**src/rtl/weight_feeder_pkg.sv**
```systemverilog
// Shared types and helpers for the weight feeder: bitwidth codes, beat counts
// per code, and the sequencer state encoding.
package weight_pkg;

  localparam logic [2:0] BW_2B = 3'b001;
  localparam logic [2:0] BW_4B = 3'b010;
  localparam logic [2:0] BW_8B = 3'b100;

  typedef enum logic {
    IDLE,
    ISSUE
  } feeder_state_t;

  // Any code that is not one of the three one-hot values is treated as 8b.
  function automatic logic [2:0] bw_norm(input logic [2:0] bw);
    case (bw)
      BW_2B, BW_4B, BW_8B: return bw;
      default:             return BW_8B;
    endcase
  endfunction

  function automatic logic [2:0] beats_for(input logic [2:0] bw);
    case (bw)
      BW_2B:   return 3'd1;
      BW_4B:   return 3'd2;
      default: return 3'd4;
    endcase
  endfunction

endpackage

```
**src/rtl/weight_feeder_if.sv**
```systemverilog
// Write-side and beat-side signals of the weight feeder. zero_skip exists only
// when WEIGHT_FEEDER_ZERO_SKIP_EN is defined.
interface weight_feeder_if #(
  parameter int DATA_W = 32
);
  logic [2:0]        weight_bitwidth;
  logic              wr_en;
  logic [DATA_W-1:0] wr_data;
  logic              hold;
  logic              full;
  logic              empty;
  logic              overflow;
  logic              rd_en;
  logic [DATA_W-1:0] data_out;
  logic [2:0]        bw_out;
  logic              word_done;
`ifdef WEIGHT_FEEDER_ZERO_SKIP_EN
  logic              zero_skip;
`endif

  modport master (
    output weight_bitwidth, wr_en, wr_data, hold,
    input  full, empty, overflow, rd_en, data_out, bw_out, word_done
`ifdef WEIGHT_FEEDER_ZERO_SKIP_EN
    , input zero_skip
`endif
  );

  modport slave (
    input  weight_bitwidth, wr_en, wr_data, hold,
    output full, empty, overflow, rd_en, data_out, bw_out, word_done
`ifdef WEIGHT_FEEDER_ZERO_SKIP_EN
    , output zero_skip
`endif
  );

endinterface

```
**src/rtl/weight_feeder_sync_fifo.sv**
```systemverilog
// Single-clock FIFO with simultaneous push/pop; a push while full is accepted
// only when a pop happens in the same cycle.
module sync_fifo #(
  parameter  int DEPTH = 8,
  parameter  int WIDTH = 32,
  localparam int AW    = $clog2(DEPTH)
) (
  input  logic             clk,
  input  logic             rst,
  input  logic             wr_en,
  input  logic [WIDTH-1:0] wr_data,
  input  logic             rd_en,
  output logic [WIDTH-1:0] rd_data,
  output logic             full,
  output logic             empty,
  output logic [AW:0]      count
);
  localparam int CW = AW + 1;

  logic [WIDTH-1:0] mem [DEPTH];
  logic [AW:0]      wr_ptr;
  logic [AW:0]      rd_ptr;
  logic             push;
  logic             pop;

  always_comb begin
    full  = (count == CW'(DEPTH));
    empty = (count == '0);
    pop   = rd_en && !empty;
    push  = wr_en && (!full || pop);
  end

  assign rd_data = mem[rd_ptr[AW-1:0]];

  always_ff @(posedge clk) begin
    if (push) mem[wr_ptr[AW-1:0]] <= wr_data;
  end

  always_ff @(posedge clk) begin
    if (rst) begin
      wr_ptr <= '0;
      rd_ptr <= '0;
      count  <= '0;
    end else begin
      if (push) wr_ptr <= wr_ptr + CW'(1);
      if (pop)  rd_ptr <= rd_ptr + CW'(1);
      count <= count + CW'(push) - CW'(pop);
    end
  end

endmodule

```
**src/rtl/weight_feeder.sv**
```systemverilog
// Weight-word FIFO plus beat sequencer replaying each word 4/2/1 times for the
// bit-serial mux. Optional zero-word skipping: WEIGHT_FEEDER_ZERO_SKIP_EN.
module weight_feeder
  import weight_pkg::*;
#(
  parameter int DEPTH  = 8,
  parameter int DATA_W = 32
) (
  input logic             clk,
  input logic             RST,
  weight_feeder_if.slave  bus
);
  localparam int AW = $clog2(DEPTH);
  localparam int CW = AW + 1;

  feeder_state_t     state, state_nx;
  logic [1:0]        cnt, cnt_nx;
  logic [AW:0]       count;
  logic [DATA_W-1:0] head;
  logic              fifo_full;
  logic              fifo_empty;
  logic              go, issue, skip, pop, push, last_beat, at_boundary, more;
  logic [2:0]        eff_bw;
  logic [2:0]        nbeats;

  logic              rd_en_q;
  logic [DATA_W-1:0] data_q;
  logic [2:0]        bw_q;
  logic              done_q;
  logic              ovf_q;
`ifdef WEIGHT_FEEDER_ZERO_SKIP_EN
  logic              zs_q;
`endif

  sync_fifo #(
    .DEPTH (DEPTH),
    .WIDTH (DATA_W)
  ) u_fifo (
    .clk     (clk),
    .rst     (RST),
    .wr_en   (bus.wr_en),
    .wr_data (bus.wr_data),
    .rd_en   (pop),
    .rd_data (head),
    .full    (fifo_full),
    .empty   (fifo_empty),
    .count   (count)
  );

  // The bitwidth is taken from the input only on the first beat of a word;
  // later beats reuse the value registered alongside that first beat.
  always_comb begin
    at_boundary = (state == IDLE) || (cnt == 2'd0);
    eff_bw      = at_boundary ? bw_norm(bus.weight_bitwidth) : bw_q;
    nbeats      = beats_for(eff_bw);
    go          = !fifo_empty && !bus.hold;
`ifdef WEIGHT_FEEDER_ZERO_SKIP_EN
    skip        = go && at_boundary && (head == '0);
`else
    skip        = 1'b0;
`endif
    issue       = go && !skip;
    last_beat   = ({1'b0, cnt} == (nbeats - 3'd1));
    pop         = skip || (issue && last_beat);
    push        = bus.wr_en && (!fifo_full || pop);
    more        = (count > CW'(1)) || push;
  end

  always_ff @(posedge clk) begin
    if (RST) begin
      state <= IDLE;
      cnt   <= '0;
    end else begin
      state <= state_nx;
      cnt   <= cnt_nx;
    end
  end

  always_comb begin
    state_nx = state;
    cnt_nx   = cnt;
    unique case (state)
      IDLE:  if (issue || skip) state_nx = ISSUE;
      ISSUE: state_nx = ISSUE;
      default: state_nx = IDLE;
    endcase
    if (pop) state_nx = more ? ISSUE : IDLE;
    if (issue) cnt_nx = last_beat ? 2'd0 : cnt + 2'd1;
  end

  always_ff @(posedge clk) begin
    if (RST) begin
      rd_en_q <= 1'b0;
      data_q  <= '0;
      bw_q    <= BW_8B;
      done_q  <= 1'b0;
      ovf_q   <= 1'b0;
`ifdef WEIGHT_FEEDER_ZERO_SKIP_EN
      zs_q    <= 1'b0;
`endif
    end else begin
      rd_en_q <= issue;
      done_q  <= issue && last_beat;
      if (issue) begin
        data_q <= head;
        bw_q   <= eff_bw;
      end
      if (bus.wr_en && fifo_full && !pop) ovf_q <= 1'b1;
`ifdef WEIGHT_FEEDER_ZERO_SKIP_EN
      zs_q    <= skip;
`endif
    end
  end

  assign bus.full      = fifo_full;
  assign bus.empty     = fifo_empty;
  assign bus.overflow  = ovf_q;
  assign bus.rd_en     = rd_en_q;
  assign bus.data_out  = data_q;
  assign bus.bw_out    = bw_q;
  assign bus.word_done = done_q;
`ifdef WEIGHT_FEEDER_ZERO_SKIP_EN
  assign bus.zero_skip = zs_q;
`endif

endmodule
```
**src/flat_wrapper.sv**
```systemverilog
// flat-port wrapper written by rule: the top's interface ports become plain ports
module weight_feeder_flat import weight_pkg::*;
#(
  parameter int DEPTH  = 8,
  parameter int DATA_W = 32
)
  (clk, RST, bus_weight_bitwidth, bus_wr_en, bus_wr_data, bus_hold, bus_full, bus_empty, bus_overflow, bus_rd_en, bus_data_out, bus_bw_out, bus_word_done);
  weight_feeder_if #(.DATA_W(DATA_W)) bus_i ();
  input logic clk;
  input logic RST;
  input wire logic [$bits(bus_i.weight_bitwidth)-1:0] bus_weight_bitwidth;
  input wire logic [$bits(bus_i.wr_en)-1:0] bus_wr_en;
  input wire logic [$bits(bus_i.wr_data)-1:0] bus_wr_data;
  input wire logic [$bits(bus_i.hold)-1:0] bus_hold;
  output wire logic [$bits(bus_i.full)-1:0] bus_full;
  output wire logic [$bits(bus_i.empty)-1:0] bus_empty;
  output wire logic [$bits(bus_i.overflow)-1:0] bus_overflow;
  output wire logic [$bits(bus_i.rd_en)-1:0] bus_rd_en;
  output wire logic [$bits(bus_i.data_out)-1:0] bus_data_out;
  output wire logic [$bits(bus_i.bw_out)-1:0] bus_bw_out;
  output wire logic [$bits(bus_i.word_done)-1:0] bus_word_done;
  assign bus_i.weight_bitwidth = bus_weight_bitwidth;
  assign bus_i.wr_en = bus_wr_en;
  assign bus_i.wr_data = bus_wr_data;
  assign bus_i.hold = bus_hold;
  assign bus_full = bus_i.full;
  assign bus_empty = bus_i.empty;
  assign bus_overflow = bus_i.overflow;
  assign bus_rd_en = bus_i.rd_en;
  assign bus_data_out = bus_i.data_out;
  assign bus_bw_out = bus_i.bw_out;
  assign bus_word_done = bus_i.word_done;
  weight_feeder #(.DEPTH(DEPTH), .DATA_W(DATA_W)) u_core (.clk(clk), .RST(RST), .bus(bus_i));
endmodule
```
**config.mk**
```make
export PLATFORM = sky130hd
export DESIGN_NAME = weight_feeder_flat
export DESIGN_NICKNAME = d
export VERILOG_FILES = /design/src/rtl/weight_feeder_pkg.sv /design/src/rtl/weight_feeder_if.sv /design/src/rtl/weight_feeder_sync_fifo.sv /design/src/rtl/weight_feeder.sv /design/src/flat_wrapper.sv
export SDC_FILE = /design/constraint.sdc
export NUM_CORES = 1
export LEC_CHECK = 0
export CORE_ASPECT_RATIO = 0.8
export CORE_MARGIN = 2
export CORE_UTILIZATION = 53
export CTS_CLUSTER_DIAMETER = 40
export DETAILED_ROUTE_END_ITERATION = 7
export GPL_ROUTABILITY_DRIVEN = 0
export MAX_ROUTING_LAYER = met4
export PLACE_DENSITY = 0.82
export REMOVE_ABC_BUFFERS = 1
export SYNTH_ARGS = -nofsm -noshare
export SYNTH_HDL_FRONTEND = slang
export SYNTH_SLANG_ARGS = --single-unit
```
**constraint.sdc**
```tcl
create_clock -name clk -period 3.18 [get_ports clk]
set_input_delay 0.795 -clock clk [delete_from_list [all_inputs] [get_ports clk]]
set_output_delay 0.795 -clock clk [all_outputs]
set_load 0.03 [all_outputs]
```
Yosys cells after proc, flatten, opt, wreduce, memory -nomap -nowiden
Memories as Yosys holds them, arrays and structs flattened. A register that Yosys moved wholly into a read port is not among the register bits.
Cells that the tools add are included.
{"block": "classes", "addsub": 6, "order_cmp": 1, "n_eq_ne": 7, "muxes": 10, "bitwise_logic": 1, "n_reduce_logical": 18}
{"operator": "$add A4 B1 Y4 const B", "count": 2}
{"operator": "$logic_and A1 B1 Y1", "count": 7}
{"operator": "$eq A3 B1 Y1 const B", "count": 2}
{"operator": "$eq A3 B2 Y1 const B", "count": 2}
{"operator": "$mux W3", "count": 2}
{"operator": "$pmux W3 S2", "count": 1}
{"operator": "$mux W1", "count": 5}
{"operator": "$add A4 B1 Y4", "count": 1}
{"operator": "$eq A4 B4 Y1 const B", "count": 1}
{"operator": "$gt A4 B1 Y1 const B", "count": 1}
{"operator": "$logic_not A1 Y1", "count": 4}
{"operator": "$logic_not A4 Y1", "count": 1}
{"operator": "$logic_or A1 B1 Y1", "count": 4}
{"operator": "$sub A4 B1 Y4", "count": 1}
{"operator": "$eq A2 B3 Y1", "count": 1}
{"operator": "$eq A3 B3 Y1 const B", "count": 1}
{"operator": "$reduce_or A3 Y1", "count": 1}
{"operator": "$sub A3 B1 Y3 const B", "count": 1}
{"operator": "$add A2 B1 Y2 const B", "count": 1}
{"operator": "$logic_not A2 Y1", "count": 1}
{"operator": "$mux W2", "count": 1}
{"operator": "$pmux W1 S2", "count": 1}
{"operator": "$not A1 Y1", "count": 1}
{"block": "word_totals", "reg_bits": 21, "mem_bits_rw": 256, "in_bits": 39, "out_inout_bits": 40, "elab_cells": 53, "memories": 1}
{"memory": "u_core.u_fifo.mem", "depth": 8, "width": 32, "read_ports": 1, "rd_ports_with_merged_regs": 1, "wr": 1, "line": "weight_feeder_sync_fifo.sv:20", "source": "logic [WIDTH-1:0] mem [DEPTH];"}

Depth between registers and ports, before layout
Gate-level depths: netlist (run 1).
{"block": "logic_depth", "depth_word": 14, "depth_mapped": 12, "ltp_nobuf": 12}

Hierarchy
From an unflattened synthesis (run 1), not the netlist that was laid out.
{"block": "hier_totals", "hier_cells": 659, "area_unflattened_um2": 12040.3}
{"mod": "sync_fifo", "n_inst": 1, "cells_each": 459, "area_per_inst_um2": 10395.0}
{"mod": "weight_feeder", "n_inst": 1, "cells_each": 200, "area_per_inst_um2": 1645.3}

Least setup slack after synthesis (run 1)
OpenSTA, ideal clock, no wires.
{"block": "synth_timing", "path_type": "input to register", "start": "input bus_weight_bitwidth[1]", "end": "memory u_core.u_fifo.mem[6][0] (enable)", "arrival_ns": 2.676, "setup_slack_ns": 0.111, "path_stages": 5, "path_buffers": 0, "cell_sequence": "or3b_1 a211oi_2 o211ai_2 a21oi_1 and2_1"}
{"block": "synth_between", "elab_chain_cells": 14, "elab_cells_between_ends": 17, "cone_classes": "1 x add/sub; 6 x eq/ne; 5 x mux; 5 x reduce/logical"}
{"item": "from (decl)", "line": "flat_wrapper.sv:11", "source": "input wire logic [$bits(bus_i.weight_bitwidth)-1:0] bus_weight_bitwidth;"}
{"item": "$eq A3 B1 Y1, or another cell as far along", "line": "weight_feeder_pkg.sv:16", "source": "case (bw)"}
{"item": "$reduce_or A3 Y1", "line": "weight_feeder_pkg.sv:16"}
{"item": "$mux W3 (*)", "line": "weight_feeder_pkg.sv:16"}
{"item": "$mux W3 (*)", "line": "weight_feeder.sv:54", "source": "eff_bw = at_boundary ? bw_norm(bus.weight_bitwidth) : bw_q;"}
{"item": "$eq A3 B2 Y1 or $eq A3 B1 Y1 (tied branches)", "line": "weight_feeder_pkg.sv:23", "source": "case (bw)"}
{"item": "$pmux W3 S2 (*)", "line": "weight_feeder_pkg.sv:23"}
{"item": "$sub A3 B1 Y3 (*)", "line": "weight_feeder.sv:63", "source": "last_beat = ({1'b0, cnt} == (nbeats - 3'd1));"}
{"item": "$eq A2 B3 Y1 (*)", "line": "weight_feeder.sv:63"}
{"item": "$logic_and A1 B1 Y1 (*)", "line": "weight_feeder.sv:64", "source": "pop = skip || (issue && last_beat);"}
{"item": "$logic_and A1 B1 Y1 (*)", "line": "weight_feeder_sync_fifo.sv:29", "source": "pop = rd_en && !empty;"}
{"item": "$logic_or A1 B1 Y1 (*)", "line": "weight_feeder_sync_fifo.sv:30", "source": "push = wr_en && (!full || pop);"}
{"item": "$logic_and A1 B1 Y1 (*)", "line": "weight_feeder_sync_fifo.sv:30"}
{"item": "$mux W1 (*)", "line": "weight_feeder_sync_fifo.sv:36", "source": "if (push) mem[wr_ptr[AW-1:0]] <= wr_data;"}
{"item": "$mux W1 (implied by the code) (*)", "line": "weight_feeder_sync_fifo.sv:36"}
{"item": "to (decl)", "line": "weight_feeder_sync_fifo.sv:20"}
Every way passes the cells marked *; elsewhere a longest branch is shown, timed or not.

Final worst setup path (run 1)
{"block": "layout_timing", "start": "input bus_weight_bitwidth[0]", "end": "register u_core.u_fifo.count[3]"}
{"block": "layout_between", "elab_chain_cells": 14, "elab_cells_between_ends": 17, "cone_classes": "3 x add/sub; 6 x eq/ne; 3 x mux; 5 x reduce/logical"}
{"item": "$eq A3 B1 Y1, or another cell as far along", "line": "weight_feeder_pkg.sv:16"}
{"item": "$reduce_or A3 Y1", "line": "weight_feeder_pkg.sv:16"}
{"item": "$mux W3 (*)", "line": "weight_feeder_pkg.sv:16"}
{"item": "$mux W3 (*)", "line": "weight_feeder.sv:54"}
{"item": "$eq A3 B2 Y1 or $eq A3 B1 Y1 (tied branches)", "line": "weight_feeder_pkg.sv:23"}
{"item": "$pmux W3 S2 (*)", "line": "weight_feeder_pkg.sv:23"}
{"item": "$sub A3 B1 Y3 (*)", "line": "weight_feeder.sv:63"}
{"item": "$eq A2 B3 Y1 (*)", "line": "weight_feeder.sv:63"}
{"item": "$logic_and A1 B1 Y1 (*)", "line": "weight_feeder.sv:64"}
{"item": "$logic_and A1 B1 Y1 (*)", "line": "weight_feeder_sync_fifo.sv:29"}
{"item": "$logic_or A1 B1 Y1", "line": "weight_feeder_sync_fifo.sv:30"}
{"item": "$logic_and A1 B1 Y1", "line": "weight_feeder_sync_fifo.sv:30"}
{"item": "$add A4 B1 Y4", "line": "weight_feeder_sync_fifo.sv:47", "source": "count <= count + CW'(push) - CW'(pop);"}
{"item": "$sub A4 B1 Y4 (*)", "line": "weight_feeder_sync_fifo.sv:47"}
{"item": "to (signal assigned)", "line": "weight_feeder_sync_fifo.sv:47"}
{"item": "to (decl)", "line": "weight_feeder_sync_fifo.sv:16", "source": "output logic [AW:0] count"}
Marked as above.
A chain may end at the register's enable or synchronous reset.

==> summary.txt, run 1 <==
Clk_lat worst skew -> 0.50 ns
Unrepaired setup endpoints after global routing -> false
Row Count -> 48
Max frequency -> 0.336 GHz
Ys async rst share -> 0
Final Non-Filler Cells -> 1057
PwrDens -> 731 mW/mm²
Max_cap viols -> 0
Area share of xor/xnor cells in the synthesized design -> 0.00297
Post-CTS Hold Buffers -> 0
WP data arrival -> 3.33 ns
Clock Path Buffers -> 3
Slowest CP cell -> clkdlybuf4s50_1
Slowest stage delay, CP -> 0.48 ns
Core ar. -> 0.0217 mm²
CTS buffer count -> 34
Synth Area in Simple Gates -> 0.0391
Post-CTS setup buffers -> 0
Post-place setup slack -> -0.243 ns
Largest family of logic cells by synthesized area -> multiplexers
EDFF count, synth -> 256
Crit Path Class -> primary input to flop
Largest net degree at the start of global routing -> 67
Post-layout min period -> 2.98 ns
Critical Path Start Type -> primary input
Final hold violation count -> 0
Crit-path max FO -> 6
Register Area -> 0.00872 mm²
Number of fill cells -> 1392
Initial Utilization -> 0.544
Port Buffer Count -> 78
DP HPWL -> 13800 µm
CTS tree -> built
Fraction of layout cells with a size suffix above 1 -> 0.231
Global route overflow -> 0
Worst slew margin -> 0.333
Post-CTS Resized -> 0
Measured slew at the worst slew-check pin -> 1.00 ns
Ys flop type -> edfxtp_1
Post-layout util -> 0.662
Share of the synthesized area in the top cell type -> 0.652
Multi-input gate area -> 0.00294 mm²
Sequential cell area fraction in the yosys report -> 0.738
Final ANT Viol Nets -> 0
Final setup violation count -> 0
Crit end category -> flop
Overall routing resource usage -> 0.225
Slew Viols, Final -> 0
Unique cell type count in the Yosys netlist -> 43
Synth warnings -> 0
Vias per inst -> 5.82
Initial antenna violation count -> 0
Final period utilization -> 0.937
Vias -> 6157
Pleak -> 4.57 nW
Nets -> 781
#FFs+latches synth -> 307
Vias in the first global route -> 6474
Die area -> 0.0235 mm²
First-pass GRT wire length -> 37700 µm
Min setup slack post-route -> 0.200 ns
Synth area leaders -> edfxtp_1 65%, mux4_2 12%, dfxtp_1 8.7%
Cells after Synth -> 616
Syn_area_per_cell -> 19.1 µm²
Worst vdd ir -> 422 µV
Clk sinks -> 307
# IOs -> 79
Die Ht -> 137 µm
ANT cells -> 0
Post-synth top area cell -> edfxtp_1
Clock transition at the registers of the reported paths -> 0.06 ns
Worst min path class -> flop to flop
WL final -> 24600 µm
Status -> finished, final reports clean
Root Buffer -> clkbuf_16
Iter 0 DRT Violations -> 448
WP data required -> 3.53 ns
Pre-antenna DRT Iters -> 7
Synth Area in Adders -> 0.0112
Depth of the CTS H-tree -> 2
Synth-to-layout area growth -> 21.7%
Mapped cell area -> 0.0118 mm²
Compound-Gate Fraction of Synth Area -> 0.0367
Dpl cells -> 996
DR WL/cell -> 23.3 µm
Residual DRC -> 0
Final worst clock skew -> 0.0123 ns
Post-synthesis mux area share -> 0.157
Die Width -> 171 µm
Crit path cell chain -> clkdlybuf4s50_1, or3b_1, a211oi_2, o21ai_2, a21oi_4, buf_4, nand2b_1, ha_1, a21o_1, a21oi_1, xnor2_1, nor2_1
==> final timing paths <==
kind                                                           start                                    to  slack, ns  cells after the start
worst min register to register  u_core.bus.data_out[14]$_SDFFE_PP0P_  u_core.bus.data_out[14]$_SDFFE_PP0P_       0.50                      2
worst max register to register            u_core.cnt[0]$_SDFFE_PP0P_     u_core.u_fifo.count[3]$_SDFF_PP0_       0.29                     13
worst min-delay path            u_core.bus.data_out[14]$_SDFFE_PP0P_  u_core.bus.data_out[14]$_SDFFE_PP0P_       0.50                      2
worst max-delay path                          bus_weight_bitwidth[0]     u_core.u_fifo.count[3]$_SDFF_PP0_       0.20                     12
==> cell usage after synthesis, types with 2 or more instances <==
cell / n
edfxtp_1: 256
mux4_2: 64
dfxtp_1: 51
nor2_1: 49
mux2i_1: 37
a211oi_1: 34
clkbuf_1: 21
nand2_1: 10
a21oi_1: 9
ha_1: 9
nor2b_1: 8
inv_1: 7
nand2b_1: 6
and3_1: 5
buf_2: 5
and2_1: 4
buf_1: 4
nor3b_1: 4
buf_4: 3
mux2_1: 3
xnor2_1: 3
nand3b_1: 2
o21ai_0: 2
==> cells by family (layout without fill, tap and decap cells) <==
kind of cell / after synthesis / count (layout)
AO/OA/AOI/OAI: 55 / 55
XOR/XNOR: 4 / 4
adder cells (fa/ha/maj): 10 / 10
buffers and inverters: 40 / 181
AND/OR/NAND/NOR: 95 / 95
flip-flops: 307 / 307
multiplexers: 105 / 105
==> flip-flops by register name, summed over array words and instances (netlist names), 2 cells and up <==
register and cells:
u_core.cnt 2, u_core.u_fifo.mem 256, u_core.bus.data_out 32, u_core.u_fifo.count 4
u_core.u_fifo.rd_ptr 3, u_core.bus.bw_out 3, u_core.u_fifo.wr_ptr 3
==> per-stage QoR <==
stage / hold WS, ns / total power, mW / setup TNS [ns] / area, µm²
2_1_floorplan: 0.471 / 5.85 / -518.62 / 11700
3_3_place_gp: 0.485 / 6.47 / -2.25 / 13200
3_5_place_dp: 0.495 / 6.55 / -15.79 / 13200
4_1_cts: 0.504 / 10.6 / 0 / 14300
5_1_grt: 0.527 / 10.9 / 0 / 14300
6_report: 0.503 / 10.5 / 0 / 14300
==> critical path, delay by kind of cell <==
family / cells / cell delay (ns)
AOI/OAI and AO/OA: 5 / 0.94
xor gates and xnor gates: 1 / 0.14
adders and majority gates: 1 / 0.30
buffers and inverters: 2 / 0.65
and+or+nand+nor: 3 / 0.50
==> area by class of cell <==
cell class,count,share of cell area
inverter,7,0.00183
sequential,307,0.608
multi-input combinational,269,0.205
clock buffer,41,0.0633
tap,300,0.0262
clock inverter,20,0.0163
timing repair buffer,113,0.0802
==> power breakdown <==
group	leakage, nW	internal (mW)	switching, mW
Combinational	1.27	0.685	0.959
Sequential	2.74	4.69	0.160
Clock	0.555	2.40	1.59
==> per-layer routing <==
metal / GRT usage / vias to the layer above / wire, µm
li1: - / 2705 / -
met1: 0.279 / 3183 / 9890
met2: 0.380 / 218 / 12700
met3: 0.0480 / 51 / 1530
met4: 0.0660 / 0 / 526
met5: - / - / 0
==> cell usage in the layout (no fill, tap or decap), types with 5 or more instances in the layout <==
master,count
inv_1,7
mux2i_1,37
a211oi_1,34
nor2b_1,8
clkbuf_16,35
buf_4,26
edfxtp_1,256
nor2_1,48
nand2b_1,6
a21oi_1,9
nand2_1,10
buf_12,9
clkdlybuf4s50_1,77
inv_6,5
mux4_2,64
clkbuf_1,5
ha_1,9
dfxtp_1,48
(Power assumes the default switching activity.)
==> run 2: changes to the inputs <==
--- a/config.mk
+++ b/config.mk
@@ -5,7 +5,6 @@
 export SDC_FILE = /design/constraint.sdc
 export NUM_CORES = 1
 export LEC_CHECK = 0
-export CORE_ASPECT_RATIO = 0.8
 export CORE_MARGIN = 2
 export CORE_UTILIZATION = 53
 export CTS_CLUSTER_DIAMETER = 40
==> run 2 against run 1 <==
Against the previous run:
- total power is 1.1% lower
- routed wire length fell by 6.6%
- core utilization is 0.27 points lower
- largest power group unchanged
- final cell count fell by 1.8%
- highest routed layer unchanged
- clock-buffer cell count down 2
- first-iteration DRC count increased by 15%
==> summary.txt, run 2 (synthesis results as in run 1) <==
Status -> finished, final reports clean
Post-layout min period -> 3.02 ns (+0.0348 ns)
Most frequent cells in the layout -> 256 x edfxtp_1, 77 x clkdlybuf4s50_1, 64 x mux4_2, 48 x nor2_1, 48 x dfxtp_1
Clock Path Buffers -> 3 (unchanged)
Commonest non-fill, non-tap cell in the layout -> edfxtp_1
Unrepaired setup endpoints after global routing -> false
Crit-path max FO -> 2 (-4)
Port Buffer Count -> 78 (unchanged)
Measured slew at the worst slew-check pin -> 0.994 ns (-0.00591 ns)
Clk sinks -> 307 (unchanged)
Post-place setup slack -> -0.331 ns (-0.0883 ns)
CTS buffer count -> 35 (+2.9%)
Nets -> 781 (unchanged)
Worst min path class -> flop to flop
Pleak -> 4.59 nW (+0.37%)
Final period utilization -> 0.948 (+0.0110)
# IOs -> 79 (unchanged)
Hold Path Cell Cnt -> 2 (unchanged)
Max FFs per register -> 256 (unchanged)
Vias in the first global route -> 6385 (-1.4%)
Clk_lat worst skew -> 0.50 ns (about the same)
Root Buffer -> clkbuf_16
Placed Instance Area -> 0.0132 mm² (+0.23%)
Max frequency -> 0.332 GHz (-1.2%)
Min setup slack post-route -> 0.165 ns (-0.0348 ns)
WP data arrival -> 3.38 ns (+0.05 ns)
WP data required -> 3.55 ns (+0.02 ns)
Final worst clock skew -> 0.0169 ns (+0.00459 ns)
Largest net degree at the start of global routing -> 67 (unchanged)
ANT cells -> 0 (unchanged)
Vias -> 6055 (-1.7%)
Worst vdd ir -> 532 µV (+26%)
CTS tree -> built
Fraction of layout cells with a size suffix above 1 -> 0.231 (-0.000305)
DR WL/cell -> 22.1 µm (-4.9%)
Crit end category -> flop
Slew Viols, Final -> 0 (unchanged)
WL final -> 23000 µm (-6.6%)
Finished Cell Area -> 0.0144 mm² (+0.24%)
Crit Path Class -> primary input to flop
First-pass GRT wire length -> 36400 µm (-3.5%)
Synth-to-layout area growth -> 21.9%
Final hold violation count -> 0 (unchanged)
Initial antenna violation count -> 0 (unchanged)
Global route overflow -> 0 (unchanged)
Overall routing resource usage -> 0.207 (-0.0187)
Critical Path Start Type -> primary input
Die Ht -> 153 µm (+11%)
DP HPWL -> 13500 µm (-2.0%)
Initial Utilization -> 0.540 (-0.00356)
Core ar. -> 0.0218 mm² (+0.66%)
Vias per inst -> 5.83 (+0.14%)
Die area -> 0.0235 mm² (about the same)
Residual DRC -> 0 (unchanged)
Worst r2r path cells -> 12 (-1)
Max_cap viols -> 0 (unchanged)
Depth of the CTS H-tree -> 2 (unchanged)
Die Width -> 153 µm (-10%)
Pre-antenna DRT Iters -> 4 (-3)
Row Count -> 54 (+13%)
Clock transition at the registers of the reported paths -> 0.06 ns (about the same)
Iter 0 DRT Violations -> 516 (+15%)
Tot Pwr -> 10.4 mW (-1.1%)
Final setup violation count -> 0 (unchanged)
Worst slew margin -> 0.337 (+0.00394)
Final ANT Viol Nets -> 0 (unchanged)
TNS Setup -> 0 ns (unchanged)
Hold WS -> 0.494 ns (-0.00858 ns)
PwrDens -> 721 mW/mm² (-1.4%)
-- run 2: final timing paths --
kind | start | end | slack [ns]
max | bus_weight_bitwidth[0] | u_core.u_fifo.count[2]$_SDFF_PP0_ | 0.16
min | u_core.bus.overflow$_SDFFE_PP0P_ | u_core.bus.overflow$_SDFFE_PP0P_ | 0.49
max reg2reg | u_core.cnt[0]$_SDFFE_PP0P_ | u_core.u_fifo.count[2]$_SDFF_PP0_ | 0.32
min reg2reg | u_core.bus.overflow$_SDFFE_PP0P_ | u_core.bus.overflow$_SDFFE_PP0P_ | 0.49
-- run 2: repair_timing --
item                                    in CTS  in global routing
buffers inserted                             0                  0
hold buffers                                 0                  0
endpoints found under the setup margin       0                  1
gates resized for setup                      0                  1
-- run 2: power breakdown --
group / internal [mW] / switching (mW)
registers: 4.69 / 0.147
clock network: 2.37 / 1.52
logic: 0.690 / 0.947
-- run 2: layer usage --
layer | up-vias | global-route usage | part of all wire
met4 | 0 | 0.0542 | 0.019
met3 | 39 | 0.0349 | 0.046
li1 | 2704 | - | -
met1 | 3118 | 0.275 | 0.42
met5 | - | - | 0
met2 | 194 | 0.337 | 0.51
-- run 2: stage by stage --
step                      cells   util
after floorplan             583      -
after global placement      975  0.607
after detailed placement    975  0.607
after CTS                  1038  0.659
after global routing       1038  0.659
final                      1038  0.659
-- run 2: worst max-delay path, stage by stage --
cell and delay [ns]:
clkdlybuf4s50_1 0.49, or3b_1 0.38, a211oi_2 0.32, o21ai_2 0.14, a21oi_4 0.16, mux2i_1 0.22, ha_1 0.21, inv_1 0.06
fa_1 0.38, xor2_1 0.16, nor2_1 0.06
-- run 2: area by class of cell --
type                            instances  area (µm²)
Inverter                                7        26.3
Fill cell                            1367        7440
Tap cell                              280         350
Clock inverter                         24         209
Clock buffer                           39         933
Multi-Input combinational cell        269        2940
Timing Repair Buffer                  112        1210
Sequential cell                       307        8720
==> run 3: changes to the inputs <==
--- a/config.mk
+++ b/config.mk
@@ -10,9 +10,9 @@
 export CTS_CLUSTER_DIAMETER = 40
 export DETAILED_ROUTE_END_ITERATION = 7
 export GPL_ROUTABILITY_DRIVEN = 0
+export GPL_TIMING_DRIVEN = 0
 export MAX_ROUTING_LAYER = met4
 export PLACE_DENSITY = 0.82
-export REMOVE_ABC_BUFFERS = 1
 export SYNTH_ARGS = -nofsm -noshare
 export SYNTH_HDL_FRONTEND = slang
 export SYNTH_SLANG_ARGS = --single-unit
==> run 3 against run 2 <==
Against the previous run:
- critical endpoint is now bus_empty
- clock-buffer cell count up 9
- sequential share of layout area is essentially flat
- setup slack got worse by 0.11 ns
- critical path depth down 7
- core utilization decreased by 0.092 points
- first-iteration DRC count is 3.1% higher
- non-clock buffer count up 9
==> summary.txt, run 3 (synthesis results as in run 1) <==
CTS tree -> built
WP data required -> 2.38 ns (-1.17 ns)
Residual DRC -> 0 (unchanged)
Synth-to-layout area growth -> 21.8%
Hold Path Cell Cnt -> 2 (unchanged)
Finished Cell Area -> 0.0144 mm² (-0.14%)
Crit Path Class -> flop to primary output
Clock transition at the registers of the reported paths -> 0.05 ns (about the same)
Final period utilization -> 0.984 (+0.0357)
Core ar. -> 0.0218 mm² (unchanged)
Clock Path Buffers -> 3 (unchanged)
Slowest stage delay, CP -> 0.77 ns (+0.28 ns)
WP data arrival -> 2.33 ns (-1.05 ns)
Crit-path max FO -> 4 (+2)
First-pass GRT wire length -> 38900 µm (+6.9%)
Measured slew at the worst slew-check pin -> 0.990 ns (-0.00429 ns)
Port Buffer Count -> 78 (unchanged)
Clk_lat worst skew -> 0.52 ns (+0.02 ns)
Vias -> 6282 (+3.7%)
Die Width -> 153 µm (unchanged)
Pleak -> 4.56 nW (-0.70%)
Nets -> 792 (+1.4%)
Slew Viols, Final -> 0 (unchanged)
Iter 0 DRT Violations -> 532 (+3.1%)
Commonest non-fill, non-tap cell in the layout -> edfxtp_1
Root Buffer -> clkbuf_16
Depth of the CTS H-tree -> 2 (unchanged)
Global route overflow -> 0 (unchanged)
Die area -> 0.0235 mm² (unchanged)
Hold WS -> 0.497 ns (+0.00321 ns)
Levels on crit path -> 4 (-7)
Largest net degree at the start of global routing -> 28 (-58%)
Initial antenna violation count -> 1 (+1)
PwrDens -> 744 mW/mm² (+3.2%)
Worst r2r path cells -> 8 (-4)
Final ANT Viol Nets -> 0 (unchanged)
DP HPWL -> 15100 µm (+12%)
Worst min path class -> flop to flop
Crit path max-delay family -> buffers and inverters
Slowest CP cell -> clkdlybuf4s50_1
Placed Instance Area -> 0.0131 mm² (-1.1%)
Final hold violation count -> 0 (unchanged)
# IOs -> 79 (unchanged)
Die Ht -> 153 µm (unchanged)
DR WL/cell -> 24.0 µm (+8.3%)
Final worst clock skew -> 0.0127 ns (-0.00421 ns)
Number of fill cells -> 1372 (+0.37%)
Min setup slack post-route -> 0.0513 ns (-0.114 ns)
CTS buffer count -> 37 (+5.7%)
Vias in the first global route -> 6729 (+5.4%)
Row Count -> 54 (unchanged)
Most frequent cells in the layout -> 256 x edfxtp_1, 78 x clkdlybuf4s50_1, 64 x mux4_2, 51 x dfxtp_1, 48 x nor2_1
Overall routing resource usage -> 0.227 (+0.0207)
Max FFs per register -> 256 (unchanged)
Max_cap viols -> 0 (unchanged)
Critical Path Start Type -> flop
Worst slew margin -> 0.340 (+0.00286)
Post-layout min period -> 3.13 ns (+0.114 ns)
Vias per inst -> 5.98 (+2.5%)
Pre-antenna DRT Iters -> 5 (+1)
Crit end category -> primary output
Post-place setup slack -> -0.547 ns (-0.217 ns)
Final setup violation count -> 0 (unchanged)
Buf+Inv Stages, Crit Path -> 2 (unchanged)
WL final -> 25200 µm (+9.7%)
Status -> finished, final reports clean
Crit path cell chain -> inv_1, ha_1, nor3b_1, clkdlybuf4s50_1
Worst vdd ir -> 325 µV (-39%)
Unrepaired setup endpoints after global routing -> false
Max frequency -> 0.320 GHz (-3.6%)
Clk sinks -> 307 (unchanged)
Syn nets -> 665
Post-CTS Hold Buffers -> 0 (unchanged)
Initial Utilization -> 0.540 (unchanged)
Fraction of layout cells with a size suffix above 1 -> 0.205 (-0.0257)
==> run 3: stage by stage <==
step	std cells	total power, mW	setup TNS, ns	utilization
after floorplan	616	5.86	0	-
after global placement	974	6.46	-319.72	0.592
after detailed placement	982	6.56	-71.47	0.600
after CTS	1050	10.7	0	0.658
after global routing	1051	11.0	0	0.658
final	1051	10.7	0	0.658
==> run 3: per-layer routing <==
layer / track usage / vias to the layer above / wire (µm)
li1: - / 2736 / -
met1: 0.282 / 3240 / 9870
met2: 0.373 / 250 / 12900
met3: 0.0465 / 56 / 1770
met4: 0.0873 / 0 / 673
met5: - / - / 0
==> run 3: area by class of cell <==
class | count | area, µm² | share of cell area
antenna | 1 | 2.50 | 0.000174
buffer | 33 | 141 | 0.00984
clock buffer | 48 | 1010 | 0.0703
clock inverter | 18 | 234 | 0.0163
inverter | 7 | 26.3 | 0.00183
multi-input combinational | 269 | 2940 | 0.204
sequential | 307 | 8710 | 0.606
tap | 280 | 350 | 0.0244
timing repair buffer | 88 | 956 | 0.0666
==> run 3: report_power, final <==
part           internal, mW  switching [mW]
Combinational         0.656           0.989
Sequential             4.70           0.164
Clock                  2.54            1.64
==> run 3: timing repair <==
| item | in CTS | in global routing |
|---|---|---|
| resized for setup | 0 | 2 |
| pin swaps | 1 | 1 |
| buffers inserted | 2 | 0 |
| setup endpoints to repair | 1 | 75 |
| hold endpoints to repair | 0 | 0 |
==> run 3: path summary, 6_finish.rpt <==
check                                                           from                              endpoint  slack, ns
worst max-delay path               u_core.u_fifo.count[2]$_SDFF_PP0_                             bus_empty       0.05
worst min-delay path            u_core.bus.data_out[28]$_SDFFE_PP0P_  u_core.bus.data_out[28]$_SDFFE_PP0P_       0.50
worst max register to register            u_core.cnt[0]$_SDFFE_PP0P_    u_core.u_fifo.mem[4][25]$_DFFE_PP_       0.17
worst min register to register  u_core.bus.data_out[28]$_SDFFE_PP0P_  u_core.bus.data_out[28]$_SDFFE_PP0P_       0.50
==> run 3: worst min-delay path, delay by kind of cell (launching register included) <==
kind	cells	cell delay (ns)
flops	1	0.30
simple gates	1	0.09
compound gates	1	0.05
